==> config.mk <==
export PLATFORM = sky130hd
export DESIGN_NAME = fft_iter_flat
export DESIGN_NICKNAME = d
export VERILOG_FILES = /design/src/rtl/fft_iter_if.sv /design/src/rtl/fft_iter.sv /design/src/flat_wrapper.sv
export SDC_FILE = /design/constraint.sdc
export NUM_CORES = 2
export LEC_CHECK = 0
export ABC_AREA = 1
export CAP_MARGIN = 5
export CORE_MARGIN = 2
export CORE_UTILIZATION = 60
export CTS_CLUSTER_SIZE = 24
export DETAILED_ROUTE_END_ITERATION = 8
export PLACE_DENSITY_LB_ADDON = 0.1
export SKIP_CTS_REPAIR_TIMING = 1
export SYNTH_ARGS = -nofsm -noshare
export SYNTH_HDL_FRONTEND = slang
export SYNTH_SLANG_ARGS = --single-unit
==> constraint.sdc <==
create_clock -name clk -period 28 [get_ports clk]
set_input_delay 2.8 -clock clk [delete_from_list [all_inputs] [get_ports clk]]
set_output_delay 2.8 -clock clk [all_outputs]
set_load 0.02 [all_outputs]
==> src/rtl/fft_iter_if.sv <==
// Streaming port bundle for fft_iter: sample input, bin output and busy status.
// The engine connects through the slave modport; the feeding logic uses master.
interface fft_iter_if #(
  parameter int NPTS = 8,
  parameter int DW   = 16
);
  localparam int AW = $clog2(NPTS);

  logic              in_valid;
  logic              in_ready;
  logic [2*DW-1:0]   in_data;
  logic              out_valid;
  logic              out_ready;
  logic [2*DW-1:0]   out_data;
  logic [AW-1:0]     out_index;
  logic              out_last;
  logic              busy;

  modport master (
    output in_valid, in_data, out_ready,
    input  in_ready, out_valid, out_data, out_index, out_last, busy
  );

  modport slave (
    input  in_valid, in_data, out_ready,
    output in_ready, out_valid, out_data, out_index, out_last, busy
  );
endinterface

==> src/rtl/fft_iter.sv <==
// fft_iter: iterative radix-2 DIT FFT with one shared butterfly, bit-reversed load and natural-order unload.
// Build option FFT_ITER_SCALE_EN: halve every butterfly output; otherwise saturate and track overflow.
module fft_iter #(
  parameter int NPTS = 8,
  parameter int DW   = 16
) (
  input  logic      clk,
  input  logic      rst,
  fft_iter_if.slave bus
);
  localparam int AW = $clog2(NPTS);
  localparam int HN = NPTS / 2;
  localparam int FX = 30;
  localparam longint FX_ONE = longint'(1) << FX;
  localparam longint PI_FX  = 64'sd3373259426;
  localparam logic signed [DW+1:0] SAT_MAX = (DW+2)'((longint'(1) << (DW-1)) - 1);
  localparam logic signed [DW+1:0] SAT_MIN = (DW+2)'(-(longint'(1) << (DW-1)));
  localparam logic signed [2*DW:0] RND     = (2*DW+1)'(longint'(1) << (DW-2));
  localparam logic [AW-2:0] J_LAST = '1;
  localparam logic [AW-1:0] N_LAST = '1;
  localparam logic [AW-1:0] S_LAST = AW'(AW-1);

  // Fixed-point (2^30) Taylor series; arguments stay within [0, pi/2].
  function automatic longint fx_cos(input longint th);
    longint sum, term;
    sum  = FX_ONE;
    term = FX_ONE;
    for (int i = 1; i <= 12; i++) begin
      term = -((((term * th) >>> FX) * th) >>> FX) / longint'((2*i-1) * (2*i));
      sum += term;
    end
    return sum;
  endfunction

  function automatic longint fx_sin(input longint th);
    longint sum, term;
    sum  = th;
    term = th;
    for (int i = 1; i <= 12; i++) begin
      term = -((((term * th) >>> FX) * th) >>> FX) / longint'((2*i) * (2*i+1));
      sum += term;
    end
    return sum;
  endfunction

  function automatic longint quant(input longint v);
    longint half, lim, q;
    half = longint'(1) << (FX - DW);
    lim  = (longint'(1) << (DW-1)) - 1;
    if (v >= 0) q = (v + half) >>> (FX + 1 - DW);
    else        q = -((-v + half) >>> (FX + 1 - DW));
    if (q > lim)  q = lim;
    if (q < -lim) q = -lim;
    return q;
  endfunction

  // Entry k = {cos, -sin} of 2*pi*k/NPTS; angles past pi/2 are folded via pi - theta.
  function automatic logic [HN*2*DW-1:0] build_twiddle();
    logic [HN*2*DW-1:0] rom;
    longint th, c, s, qc, qs;
    int m;
    rom = '0;
    for (int k = 0; k < HN; k++) begin
      m  = (2*k <= HN) ? k : HN - k;
      th = (2 * PI_FX * m) / NPTS;
      c  = fx_cos(th);
      s  = fx_sin(th);
      if (2*k > HN) c = -c;
      qc = quant(c);
      qs = quant(-s);
      rom[k*2*DW +: 2*DW] = {qc[DW-1:0], qs[DW-1:0]};
    end
    return rom;
  endfunction

  function automatic logic [DW-1:0] sat(input logic signed [DW+1:0] v);
    if (v > SAT_MAX)      return DW'(SAT_MAX);
    else if (v < SAT_MIN) return DW'(SAT_MIN);
    else                  return DW'(v);
  endfunction

  localparam logic [HN*2*DW-1:0] TW_ROM = build_twiddle();

  typedef enum logic [1:0] {LOAD, COMPUTE, UNLOAD} state_t;

  state_t          state_reg, state_next;
  logic [AW-1:0]   cnt_reg, cnt_next;
  logic [AW-1:0]   stage_reg, stage_next;
  logic [AW-2:0]   j_reg, j_next;
  logic            ld_en, bf_en;
  logic [2*DW-1:0] mem [NPTS];

  always_comb begin
    state_next = state_reg;
    cnt_next   = cnt_reg;
    stage_next = stage_reg;
    j_next     = j_reg;
    ld_en      = 1'b0;
    bf_en      = 1'b0;
    case (state_reg)
      LOAD: begin
        if (bus.in_valid) begin
          ld_en    = 1'b1;
          cnt_next = cnt_reg + AW'(1);
          if (cnt_reg == N_LAST) state_next = COMPUTE;
        end
      end
      COMPUTE: begin
        bf_en  = 1'b1;
        j_next = j_reg + (AW-1)'(1);
        if (j_reg == J_LAST) begin
          if (stage_reg == S_LAST) begin
            stage_next = '0;
            state_next = UNLOAD;
          end else begin
            stage_next = stage_reg + AW'(1);
          end
        end
      end
      UNLOAD: begin
        if (bus.out_ready) begin
          cnt_next = cnt_reg + AW'(1);
          if (cnt_reg == N_LAST) state_next = LOAD;
        end
      end
      default: state_next = LOAD;
    endcase
  end

  always_ff @(posedge clk or posedge rst) begin
    if (rst) begin
      state_reg <= LOAD;
      cnt_reg   <= '0;
      stage_reg <= '0;
      j_reg     <= '0;
    end else begin
      state_reg <= state_next;
      cnt_reg   <= cnt_next;
      stage_reg <= stage_next;
      j_reg     <= j_next;
    end
  end

  logic [AW-1:0] load_addr, j_ext, h, lo, a_addr, b_addr;
  logic [AW-2:0] tw_k;

  for (genvar gi = 0; gi < AW; gi++) begin : g_bitrev
    assign load_addr[gi] = cnt_reg[AW-1-gi];
  end

  logic signed [DW-1:0] tw_re_rom [HN];
  logic signed [DW-1:0] tw_im_rom [HN];

  for (genvar gi = 0; gi < HN; gi++) begin : g_twiddle
    assign tw_re_rom[gi] = TW_ROM[gi*2*DW + DW +: DW];
    assign tw_im_rom[gi] = TW_ROM[gi*2*DW +: DW];
  end

  assign j_ext  = {1'b0, j_reg};
  assign h      = AW'(1) << stage_reg;
  assign lo     = j_ext & (h - AW'(1));
  assign a_addr = ((j_ext >> stage_reg) << (stage_reg + AW'(1))) | lo;
  assign b_addr = a_addr | h;
  assign tw_k   = (AW-1)'(lo << (S_LAST - stage_reg));

  logic signed [DW-1:0]   a_re, a_im, b_re, b_im, w_re, w_im;
  logic signed [2*DW-1:0] p_rr, p_ii, p_ri, p_ir;
  logic signed [2*DW:0]   s_re, s_im;
  logic signed [DW+1:0]   t_re, t_im, sa_re, sa_im, sb_re, sb_im;
  logic signed [DW-1:0]   na_re, na_im, nb_re, nb_im;

  assign {a_re, a_im} = mem[a_addr];
  assign {b_re, b_im} = mem[b_addr];
  assign w_re = tw_re_rom[tw_k];
  assign w_im = tw_im_rom[tw_k];

  assign p_rr = (2*DW)'(w_re) * (2*DW)'(b_re);
  assign p_ii = (2*DW)'(w_im) * (2*DW)'(b_im);
  assign p_ri = (2*DW)'(w_re) * (2*DW)'(b_im);
  assign p_ir = (2*DW)'(w_im) * (2*DW)'(b_re);
  assign s_re = (2*DW+1)'(p_rr) - (2*DW+1)'(p_ii);
  assign s_im = (2*DW+1)'(p_ri) + (2*DW+1)'(p_ir);

  // Unit twiddle skips the multiplier so W*B is exact.
  assign t_re = (tw_k == '0) ? (DW+2)'(b_re) : (DW+2)'((s_re + RND) >>> (DW-1));
  assign t_im = (tw_k == '0) ? (DW+2)'(b_im) : (DW+2)'((s_im + RND) >>> (DW-1));

  assign sa_re = (DW+2)'(a_re) + t_re;
  assign sa_im = (DW+2)'(a_im) + t_im;
  assign sb_re = (DW+2)'(a_re) - t_re;
  assign sb_im = (DW+2)'(a_im) - t_im;

`ifdef FFT_ITER_SCALE_EN
  assign na_re = sat(sa_re >>> 1);
  assign na_im = sat(sa_im >>> 1);
  assign nb_re = sat(sb_re >>> 1);
  assign nb_im = sat(sb_im >>> 1);
`else
  assign na_re = sat(sa_re);
  assign na_im = sat(sa_im);
  assign nb_re = sat(sb_re);
  assign nb_im = sat(sb_im);

  logic ovf_any;
  logic ovf_reg;

  assign ovf_any = (sa_re > SAT_MAX) || (sa_re < SAT_MIN) || (sa_im > SAT_MAX) || (sa_im < SAT_MIN) ||
                   (sb_re > SAT_MAX) || (sb_re < SAT_MIN) || (sb_im > SAT_MAX) || (sb_im < SAT_MIN);

  // Debug-only sticky flag; a new frame starts clean.
  always_ff @(posedge clk or posedge rst) begin
    if (rst)                                          ovf_reg <= 1'b0;
    else if (state_next == LOAD && state_reg != LOAD) ovf_reg <= 1'b0;
    else if (bf_en && ovf_any)                        ovf_reg <= 1'b1;
  end
`endif

  always_ff @(posedge clk) begin
    if (ld_en) mem[load_addr] <= bus.in_data;
    if (bf_en) begin
      mem[a_addr] <= {na_re, na_im};
      mem[b_addr] <= {nb_re, nb_im};
    end
  end

  // RAM is frozen during UNLOAD, so a stalled beat stays stable without an output register.
  assign bus.in_ready  = (state_reg == LOAD);
  assign bus.out_valid = (state_reg == UNLOAD);
  assign bus.busy      = (state_reg != LOAD);
  assign bus.out_data  = (state_reg == UNLOAD) ? mem[cnt_reg] : '0;
  assign bus.out_index = (state_reg == UNLOAD) ? cnt_reg : '0;
  assign bus.out_last  = (state_reg == UNLOAD) && (cnt_reg == N_LAST);
endmodule
==> src/flat_wrapper.sv <==
// flat-port wrapper written by rule: the top's interface ports become plain ports
module fft_iter_flat 
#(
  parameter int NPTS = 8,
  parameter int DW   = 16
)
  (clk, rst, bus_in_valid, bus_in_data, bus_out_ready, bus_in_ready, bus_out_valid, bus_out_data, bus_out_index, bus_out_last, bus_busy);
  fft_iter_if #(.NPTS(NPTS), .DW(DW)) bus_i ();
  input  logic clk;
  input  logic rst;
  input wire logic [$bits(bus_i.in_valid)-1:0] bus_in_valid;
  input wire logic [$bits(bus_i.in_data)-1:0] bus_in_data;
  input wire logic [$bits(bus_i.out_ready)-1:0] bus_out_ready;
  output wire logic [$bits(bus_i.in_ready)-1:0] bus_in_ready;
  output wire logic [$bits(bus_i.out_valid)-1:0] bus_out_valid;
  output wire logic [$bits(bus_i.out_data)-1:0] bus_out_data;
  output wire logic [$bits(bus_i.out_index)-1:0] bus_out_index;
  output wire logic [$bits(bus_i.out_last)-1:0] bus_out_last;
  output wire logic [$bits(bus_i.busy)-1:0] bus_busy;
  assign bus_i.in_valid = bus_in_valid;
  assign bus_i.in_data = bus_in_data;
  assign bus_i.out_ready = bus_out_ready;
  assign bus_in_ready = bus_i.in_ready;
  assign bus_out_valid = bus_i.out_valid;
  assign bus_out_data = bus_i.out_data;
  assign bus_out_index = bus_i.out_index;
  assign bus_out_last = bus_i.out_last;
  assign bus_busy = bus_i.busy;
  fft_iter #(.NPTS(NPTS), .DW(DW)) u_core (.clk(clk), .rst(rst), .bus(bus_i));
endmodule
==> out/metrics.csv <==
metric,value,unit
synth-simple-area-share,16.8,%
wl,180000,µm
viasPerCell,5.86,
area_growth,5.09,%
synthArstFlopShare,3.76,%
grt_pass1_wl,275000,µm
rsz0062_at_grt,no,
placed_area,56400,µm²
synth_top_cell_by_area,fa_1,
grt_pass1_vias,45800,
synthTopCellsByCount,"inv_1, nand2_1, fa_1",
antenna_found_initial,1,
antenna_left,0,
gp_congestion,1.00,
slowest_stage,inv_4,
drive_gt1_share,4.65,%
fin_nets,7969,
coreArea,90000,µm²
synthFlopType,edfxtp_1,
rows,110,
numCtsBuffers,26,
initialDrtViolationCount,4946,
critPathLaunch,u_core.stage_reg[0],
path_class,flip-flop to flip-flop,
vias,45500,
tns,0,ps
crit_path_end,u_core.mem[7][19],
r2r_cells,56,
critPathMaxStageDelay,820,ps
yosysMostFrequentCell,inv_1,
fillers,7926,
status,"complete, no violations",
synth_fa_ha_area_share,44.3,%
hp-class,flip-flop to flip-flop,
ctsRootBufferMaster,clkbuf_16,
slew_headroom,21.3,%
first_pass_iters,7,
finalCriticalPeriod,15350,ps
avgSynthCellArea,8.21,µm²
clk_pin_slew_worst_paths,70,ps
netlist_area,54600,µm²
synth_xor_xnor_area_share,1.62,%
yosys-top-cells-area,"fa_1, edfxtp_1, inv_1",
die_w,306,µm
drc_errors,0,
r2r_slack,12650,ps
drv_slew,0,
finalSetupViolCount,0,
fmax,65.1,MHz
cts_tree,done,
boundaryPins,75,
fin_crit_sh,54.8,%
yosys.area.top_type_share,34.2,%
synth_cell_type_count,58,
io_buffers,74,
reg2reg_from,u_core.stage_reg[0],
synth_top_family_by_area,adder cells,
grt_use_total,39.2,%
synth.area.mux_share,0,%
skew,33.7,ps
ys_seq_area_share,14.6,%
synth_seq_cells,266,
postLayoutCellArea,57300,µm²
dp_hpwl,138000,µm
hold_viol,0,
clock_latency,590,ps
maxCapViolations,0,
dieHeight,306,µm
dieArea,93400,µm²
start_util,60.6,%
cts_sinks,266,
start_kind,flip-flop,
worstPathArrival,15670,ps
htree_levels,1,
cp_max_fo,79,
tightest_slew,1170,ps
synthCells,6648,
clockBufferDepth,3,
overflow,0,
end_kind,flip-flop,
crit_required,28320,ps
largest_reg_flops,256,
synth-edff-count,256,
r2r_end,u_core.mem[7][19],
wire_per_inst,23.2,µm
synth_warnings,0,
grt_max_degree,84,
synth_compound_area_share,9.92,%
## layout by cell type (no fill, tap or decap), types with 79 or more instances in the layout
cell type / synthesis / layout
a21oi_1: 321 / 321
buf_4: 5 / 79
edfxtp_1: 256 / 256
fa_1: 933 / 933
ha_1: 437 / 437
inv_1: 1545 / 1544
nand2_1: 1073 / 1071
nand3_1: 397 / 397
nor2_1: 420 / 408
o211ai_1: 79 / 79
o21ai_0: 448 / 441
## cell families after synthesis
kind of cell | Yosys count
fa+ha+maj | 1370
simple gates | 2089
other cells | 2
flops | 266
xor+xnor | 101
compound gates | 977
buf+inv | 1843
## routing by layer
metal  GRT usage [%]  routed length (µm)  up-vias  share of wire, %
met5               0                   0        -                 0
li1                -                   -    20400                 -
met3            8.12               20100      588                11
met2            63.4               83200     2610                46
met4            20.3               11200        0               6.2
met1            50.1               65500    21900                36
## worst min path at each step
| stage | from | end | slack, ps | depth (start not counted) |
|---|---|---|---|---|
| floorplan | u_core.j_reg[0] | u_core.j_reg[0] | 510 | 1 |
| global placement | u_core.j_reg[0] | u_core.j_reg[0] | 540 | 1 |
| detailed placement | u_core.j_reg[0] | u_core.j_reg[0] | 540 | 1 |
| CTS | u_core.j_reg[0] | u_core.j_reg[0] | 550 | 1 |
| global route | u_core.j_reg[0] | u_core.j_reg[0] | 570 | 1 |
| finish | u_core.j_reg[0] | u_core.j_reg[0] | 550 | 1 |
## area by class of cell
cell class	instances	area (µm²)	area share, %
clock buffers	26	651	1.13
well taps	1176	1470	2.57
clock inverters	21	249	0.434
diodes	3	7.51	0.0131
repair buffers	153	1330	2.33
inverters	1576	5930	10.3
flip-flops and latches	266	7950	13.9
multi-input cells	4540	39700	69.3
## per-stage QoR
stage / util [%] / instances / setup WS (ps) / hold slack (ps)
3_3_place_gp: 62.7 / 7711 / 12920 / 536
4_1_cts: 63.7 / 7758 / 12830 / 548
5_1_grt: 63.7 / 7758 / 11690 / 574
6_report: 63.7 / 7761 / 12650 / 551
3_5_place_dp: 62.7 / 7711 / 12870 / 538
2_1_floorplan: - / 6649 / 16110 / 507
## critical path: cells and delay by family, from the launching register on
| kind | cells | cell delay (ps) |
|---|---|---|
| AND/OR/NAND/NOR | 22 | 4700 |
| flip-flops | 1 | 480 |
| adder cells (fa/ha/maj) | 11 | 4980 |
| XOR/XNOR | 1 | 160 |
| AO/OA/AOI/OAI | 10 | 1840 |
| buffers and inverters | 12 | 2840 |
Power is not shown: default switching activity piles up to over one toggle a cycle in this logic, so the estimate is an artifact.
